[config.mk]
export PLATFORM = sky130hd
export DESIGN_NAME = pic_inta_sequencer
export DESIGN_NICKNAME = d
export VERILOG_FILES = /design/src/rtl/pic_inta_sequencer.sv
export SDC_FILE = /design/constraint.sdc
export NUM_CORES = 1
export LEC_CHECK = 0
export CAP_MARGIN = 40
export CORE_UTILIZATION = 45
export CTS_CLUSTER_SIZE = 40
export DETAILED_ROUTE_END_ITERATION = 10
export HOLD_SLACK_MARGIN = 0.1
export PLACE_DENSITY = 0.79
export SYNTH_ARGS = -nofsm -noshare
export SYNTH_HDL_FRONTEND = slang
export SYNTH_SLANG_ARGS = --single-unit
[constraint.sdc]
create_clock -name clk -period 5.2 [get_ports clk]
set_input_delay 1.04 -clock clk [delete_from_list [all_inputs] [get_ports clk]]
set_output_delay 1.04 -clock clk [all_outputs]
set_load 0.05 [all_outputs]
[src/rtl/pic_inta_sequencer.sv]
// 8259 CPU-side sequencer: priority resolution against ISR, INT generation,
// 8086-mode two-pulse INTA handshake with vector drive, and EOI handling.
module pic_inta_sequencer #(
    parameter int NUM_IR   = 8,
    parameter int LP_RESET = 7
) (
    input  logic              clk,
    input  logic              reset_n,
    input  logic [NUM_IR-1:0] irr,
    input  logic              inta_n,
    input  logic [4:0]        vector_base,
    input  logic              aeoi,
    input  logic              auto_rotate,
    input  logic              eoi_cmd,
    input  logic              eoi_specific,
    input  logic [2:0]        eoi_level,
    output logic              int_out,
    output logic [NUM_IR-1:0] irr_clear,
    output logic [NUM_IR-1:0] isr,
    output logic [7:0]        data_out,
    output logic              data_oe,
    output logic              spurious
);

    localparam logic [1:0] S_IDLE = 2'd0;
    localparam logic [1:0] S_REQ  = 2'd1;
    localparam logic [1:0] S_ACK1 = 2'd2;
    localparam logic [1:0] S_ACK2 = 2'd3;
    localparam logic [2:0] LP_INIT = 3'(LP_RESET);

    logic [1:0] state_q, state_d;
    logic       int_out_q, int_out_d;
    logic [7:0] isr_q, isr_d;
    logic [7:0] irr_clear_q, irr_clear_d;
    logic [7:0] data_out_q, data_out_d;
    logic       data_oe_q, data_oe_d;
    logic       spurious_q, spurious_d;
    logic [2:0] lp_q, lp_d;
    logic       inta_q;
    logic [2:0] lvl_q, lvl_d;
    logic       spur_q, spur_d;

    logic       fall_s, rise_s;
    logic [3:0] cand_pick_s, cur_pick_s;
    logic [2:0] cand_s, cur_s, eoi_tgt_s;
    logic       req_ok_s, eoi_hit_s, first_ack_s;
    logic [7:0] isr_set_s, isr_clr_s;

    // Level lp+1 has rank 0 (highest); returns {valid, level} of the best set bit.
    function automatic logic [3:0] pick_highest(input logic [7:0] vec, input logic [2:0] lp);
        logic [3:0] res;
        logic [2:0] lvl;
        res = 4'd0;
        for (int k = 7; k >= 0; k--) begin
            lvl = lp + 3'd1 + 3'(k);
            if (vec[lvl]) begin
                res = {1'b1, lvl};
            end
        end
        return res;
    endfunction

    function automatic logic [2:0] prio_rank(input logic [2:0] lvl, input logic [2:0] lp);
        return lvl - lp - 3'd1;
    endfunction

    assign fall_s      = inta_q & ~inta_n;
    assign rise_s      = ~inta_q & inta_n;
    assign cand_pick_s = pick_highest(irr, lp_q);
    assign cur_pick_s  = pick_highest(isr_q, lp_q);
    assign cand_s      = cand_pick_s[2:0];
    assign cur_s       = cur_pick_s[2:0];
    assign req_ok_s    = cand_pick_s[3] &
                         (~cur_pick_s[3] | (prio_rank(cand_s, lp_q) < prio_rank(cur_s, lp_q)));
    assign eoi_tgt_s   = eoi_specific ? eoi_level : cur_s;
    assign eoi_hit_s   = eoi_cmd & isr_q[eoi_tgt_s];

    // Handshake FSM plus ISR/priority update; ISR set beats any clear of the same bit.
    always_comb begin
        state_d     = state_q;
        int_out_d   = int_out_q;
        irr_clear_d = 8'd0;
        data_out_d  = data_out_q;
        data_oe_d   = data_oe_q;
        spurious_d  = 1'b0;
        lp_d        = lp_q;
        lvl_d       = lvl_q;
        spur_d      = spur_q;
        first_ack_s = 1'b0;
        isr_set_s   = 8'd0;
        isr_clr_s   = 8'd0;
        case (state_q)
            S_IDLE: begin
                int_out_d = 1'b0;
                if (fall_s) begin
                    first_ack_s = 1'b1;
                end else if (req_ok_s) begin
                    state_d = S_REQ;
                end else begin
                    state_d = S_IDLE;
                end
            end
            S_REQ: begin
                int_out_d = 1'b1;
                if (fall_s) begin
                    first_ack_s = 1'b1;
                end else begin
                    state_d = S_REQ;
                end
            end
            S_ACK1: begin
                int_out_d = 1'b0;
                if (fall_s) begin
                    data_out_d = {vector_base, lvl_q};
                    data_oe_d  = 1'b1;
                    state_d    = S_ACK2;
                end else begin
                    data_oe_d  = 1'b0;
                end
            end
            S_ACK2: begin
                int_out_d = 1'b0;
                if (rise_s) begin
                    data_oe_d = 1'b0;
                    state_d   = S_IDLE;
                    if (aeoi && !spur_q) begin
                        isr_clr_s = 8'd1 << lvl_q;
                        lp_d      = auto_rotate ? lvl_q : lp_q;
                    end else begin
                        isr_clr_s = 8'd0;
                    end
                end else begin
                    data_oe_d = 1'b1;
                end
            end
            default: begin
                state_d   = S_IDLE;
                int_out_d = 1'b0;
            end
        endcase
        // A fall with nothing eligible acknowledges as spurious on level 7.
        if (first_ack_s) begin
            int_out_d = 1'b0;
            state_d   = S_ACK1;
            spur_d    = ~req_ok_s;
            if (req_ok_s) begin
                lvl_d       = cand_s;
                isr_set_s   = 8'd1 << cand_s;
                irr_clear_d = 8'd1 << cand_s;
            end else begin
                lvl_d      = 3'd7;
                spurious_d = 1'b1;
            end
        end else begin
            spur_d = spur_q;
        end
        if (eoi_hit_s) begin
            isr_clr_s = isr_clr_s | (8'd1 << eoi_tgt_s);
            lp_d      = auto_rotate ? eoi_tgt_s : lp_d;
        end else begin
            isr_clr_s = isr_clr_s;
        end
        isr_d = (isr_q & ~isr_clr_s) | isr_set_s;
    end

    // State and output registers with synchronous active-low reset.
    always_ff @(posedge clk) begin
        if (!reset_n) begin
            state_q     <= S_IDLE;
            int_out_q   <= 1'b0;
            isr_q       <= 8'd0;
            irr_clear_q <= 8'd0;
            data_out_q  <= 8'd0;
            data_oe_q   <= 1'b0;
            spurious_q  <= 1'b0;
            lp_q        <= LP_INIT;
            inta_q      <= 1'b1;
            lvl_q       <= 3'd0;
            spur_q      <= 1'b0;
        end else begin
            state_q     <= state_d;
            int_out_q   <= int_out_d;
            isr_q       <= isr_d;
            irr_clear_q <= irr_clear_d;
            data_out_q  <= data_out_d;
            data_oe_q   <= data_oe_d;
            spurious_q  <= spurious_d;
            lp_q        <= lp_d;
            inta_q      <= inta_n;
            lvl_q       <= lvl_d;
            spur_q      <= spur_d;
        end
    end

    assign int_out   = int_out_q;
    assign irr_clear = irr_clear_q;
    assign isr       = isr_q;
    assign data_out  = data_out_q;
    assign data_oe   = data_oe_q;
    assign spurious  = spurious_q;

endmodule

==> impl_metrics.json <==
{
  "outcome": "finished clean",
  "routabilityCongestion": 0.9432,
  "ys_seq_elements": 37,
  "htree_levels": 2,
  "min_period_ns": 4.956,
  "syn_area_sq_um": 3352,
  "drcViolationCount": 0,
  "antenna_cells": 0,
  "layout.cells.non_filler": 562,
  "grt_overflow_total": 0,
  "antenna_found_initial": 0,
  "synth_mux_area_share_pct": 22.58,
  "synth_xor_area_share_pct": 3.658,
  "cts_tree": "yes",
  "yosys.area_share.simple_pct": 20.64,
  "grt_pass1_vias": 3119,
  "met2_length_mm": 4.737,
  "fin_skew_ns": 0.005045,
  "r2r_end": "isr[7]",
  "cap_viol_max_count": 0,
  "min-delay-start": "data_out[7]",
  "root_buffer": "clkbuf_8",
  "port_buffers": 49,
  "final.setup.tns_ns": 0,
  "placeableCoreArea_sq_um": 7214,
  "fin_hold_ws_ns": 0.4671,
  "regToRegStartpoint": "lp_q[0]",
  "crit_family": "compound AO/OA/AOI/OAI gates",
  "crit_type": "input port to flop",
  "first_pass_iters": 4,
  "nNetsFinal": 497,
  "yosysTopAreaCellShare_pct": 22.10,
  "netlist_top_cells_area": "dfxtp_1, mux4_2, nand2_1",
  "wl_met3_um": 548,
  "synth_edf_count": 0,
  "clock_latency_ns": 0.29,
  "reg2reg_depth": 24,
  "dpl.hpwl_mm": 6.971,
  "cp.required_ns": 5.43,
  "synth_compound_area_share_pct": 21.46,
  "seq_area_frac_synth_pct": 22.10,
  "clock.fmax_ghz": 0.2018,
  "synth_adder_area_share_pct": 4.927,
  "num-fill-cells": 643,
  "leakage_nw": 1.839,
  "cp-end-kind": "flop",
  "ioPinCount": 50,
  "ys_warn_count": 0,
  "critPathSlowestCell": "mux4_2",
  "yosys.area.top_type": "dfxtp_1",
  "synth_nets": 414,
  "highest_layer": "met4",
  "arrival_ns": 5.19,
  "synth_top_family_by_area": "multiplexers",
  "path_buf_inv": 3,
  "critical_path.max_stage_delay_ns": 0.50,
  "grt_usage_pct": 24.40,
  "path_cells": "buf_4, mux4_2, mux2i_2, nand2b_4, o22ai_2, a2111oi_2, a221oi_2, o31ai_2, inv_2, fa_2, xnor2_2, xnor2_1, ha_1, nor2b_1, o32a_1, a41oi_2, buf_4, nand4_1, nor2_1, or2_1",
  "regArea_sq_um": 743.2,
  "finalCritPeriodShare_pct": 95.31,
  "setup_viol": 0,
  "yosys_most_used_dff": "dfxtp_1",
  "wl_met1_mm": 3.833,
  "drt-vias-per-instance": 5.911,
  "maxSlewViolCount": 0,
  "r2r_slack_ns": 0.27,
  "die-height_um": 88.31,
  "start_util_pct": 46.46,
  "ys_types": 66,
  "layout-drive-gt1-share_pct": 26.13,
  "avgSynthCellArea_sq_um": 8.844,
  "dieArea_sq_um": 7798,
  "cts_buffer_depth": 2,
  "dp_cells": 544,
  "start_kind": "input port",
  "clock_sinks": 37,
  "hold_depth": 2,
  "tightest_slew_ns": 0.7355,
  "die_x_um": 88.31,
  "synth_cells": 379,
  "grt_start_max_net_pins": 29,
  "final_antenna_net_count": 0,
  "std_cell_rows": 31,
  "area_growth_syn_to_layout_pct": 30.87,
  "clk_pin_slew_ns": 0.07,
  "hold_path_end": "data_out[7]",
  "relSlewSlack_pct": 50.86,
  "finalHoldViolations": 0,
  "synth_async_sr_flop_share_pct": 0,
  "path_max_fanout": 4,
  "vdd_ir_drop_max_mv": 0.2629,
  "via_count": 3322,
  "wl_per_cell_um": 16.41,
  "p_per_area_nw_per_um2": 252.1,
  "place_ws_ns": -0.5048,
  "min_path_type": "flop to flop",
  "drt_iter0_drc": 201,
  "cp_common_cell": "buf_4",
  "multi_input_area_sq_um": 2555,
  "cts_made_buffers": 5,
  "worstSetupPathDepth": 20,
  "grt_pass1_wl_mm": 14.90,
  "setup_ws_ns": 0.2437,
  "wirelength_mm": 9.224
}
-- through the flow --
step | total power, mW | util (%) | cell area [sq um]
floorplan | 0.7064 | - | 3432
global placement | 0.8719 | 58.01 | 4185
detailed placement | 0.8867 | 58.22 | 4200
CTS | 1.091 | 60.01 | 4329
global route | 1.176 | 60.80 | 4387
finish | 1.106 | 60.80 | 4387
-- report_power, final --
| part | switching (mW) | total (mW) | internal (mW) |
|---|---|---|---|
| clock network | 0.100 | 0.193 | 0.0924 |
| registers | 0.0326 | 0.342 | 0.309 |
| logic | 0.299 | 0.572 | 0.273 |
| total | 0.432 | 1.11 | 0.674 |
-- what timing repair did --
item,in CTS,in global routing
pin swaps,11,13
setup endpoints to repair,18,20
endpoints found under the hold margin,0,0
hold buffers,0,0
setup buffers,2,8
gates resized for setup,14,27
-- layout by cell type, fill, tap and decap left out, types with 4 or more instances in the layout --
cell type	instances
inv_1	12
nand3_1	18
mux2_4	4
buf_4	40
nor3_1	9
clkbuf_8	5
mux4_2	20
mux2_2	7
nand2_1	43
and3_1	4
nor2_1	31
clkbuf_2	6
o21ai_0	13
clkdlybuf4s50_1	41
dfxtp_1	35
and2_1	6
a21boi_0	10
or2_1	7
a21oi_1	25
nor2b_1	4
mux2i_1	11
nand2b_1	14
ha_1	7
o211ai_1	8
-- sequential cells by signal, indices dropped and copies added, names as in the netlist --
register,flops
data_oe,1
data_out,8
int_out,1
inta_q,1
irr_clear,8
isr,8
lp_q,3
lvl_q,3
spur_q,1
spurious,1
state_q,2
-- logic make-up (layout without fill, tap and decap cells) --
family	Yosys count	in the layout
multiplexers	46	46
AO/OA/AOI/OAI	99	99
buffers and inverters	32	116
flip-flops	37	37
XOR/XNOR	8	8
adder cells (fa/ha/maj)	12	12
AND/OR/NAND/NOR	145	145
-- per-layer routing --
| metal | global-route usage [%] | up-vias |
|---|---|---|
| met2 | 44.06 | 143 |
| met4 | 6.891 | 0 |
| met5 | 0 | - |
| met1 | 30.42 | 1575 |
| li1 | - | 1593 |
| met3 | 3.172 | 11 |
-- how the worst max path moves through the flow --
| stage | slack (ns) | from | end |
|---|---|---|---|
| finish | 0.24 | irr[2] | isr[7] |
| global route | -0.03 | lp_q[0] | isr[7] |
| CTS | 0.003 | irr[4] | isr[5] |
| detailed placement | -0.50 | irr[3] | isr[7] |
| global placement | -0.31 | irr[2] | isr[2] |
| floorplan | 0.01 | lp_q[0] | isr[0] |
-- area by class of cell --
type	count	share of cell area, %
clock buffers	5	1.569
clock inverters	3	0.3993
inverters	15	1.398
multi-input cells	310	58.24
flip-flops and latches	37	16.94
well taps	99	2.824
repair buffers	93	18.63
-- Yosys cell counts, types with 9 or more instances --
cell type / instances
nor3_1: 9
a21boi_0: 10
nand3_1: 18
nand2b_1: 15
a21oi_1: 25
nand2_1: 43
dfxtp_1: 37
mux4_2: 20
ha_1: 10
o21ai_0: 13
inv_1: 12
nor2_1: 31
mux2i_1: 13
-- tightest hold or removal path, delay by kind of cell, from the launching register on --
family / cells / cell delay, ns
DFF: 1 / 0.31
and+or+nand+nor: 1 / 0.05
AOI/OAI and AO/OA: 1 / 0.06
(Power assumes the default switching activity.)
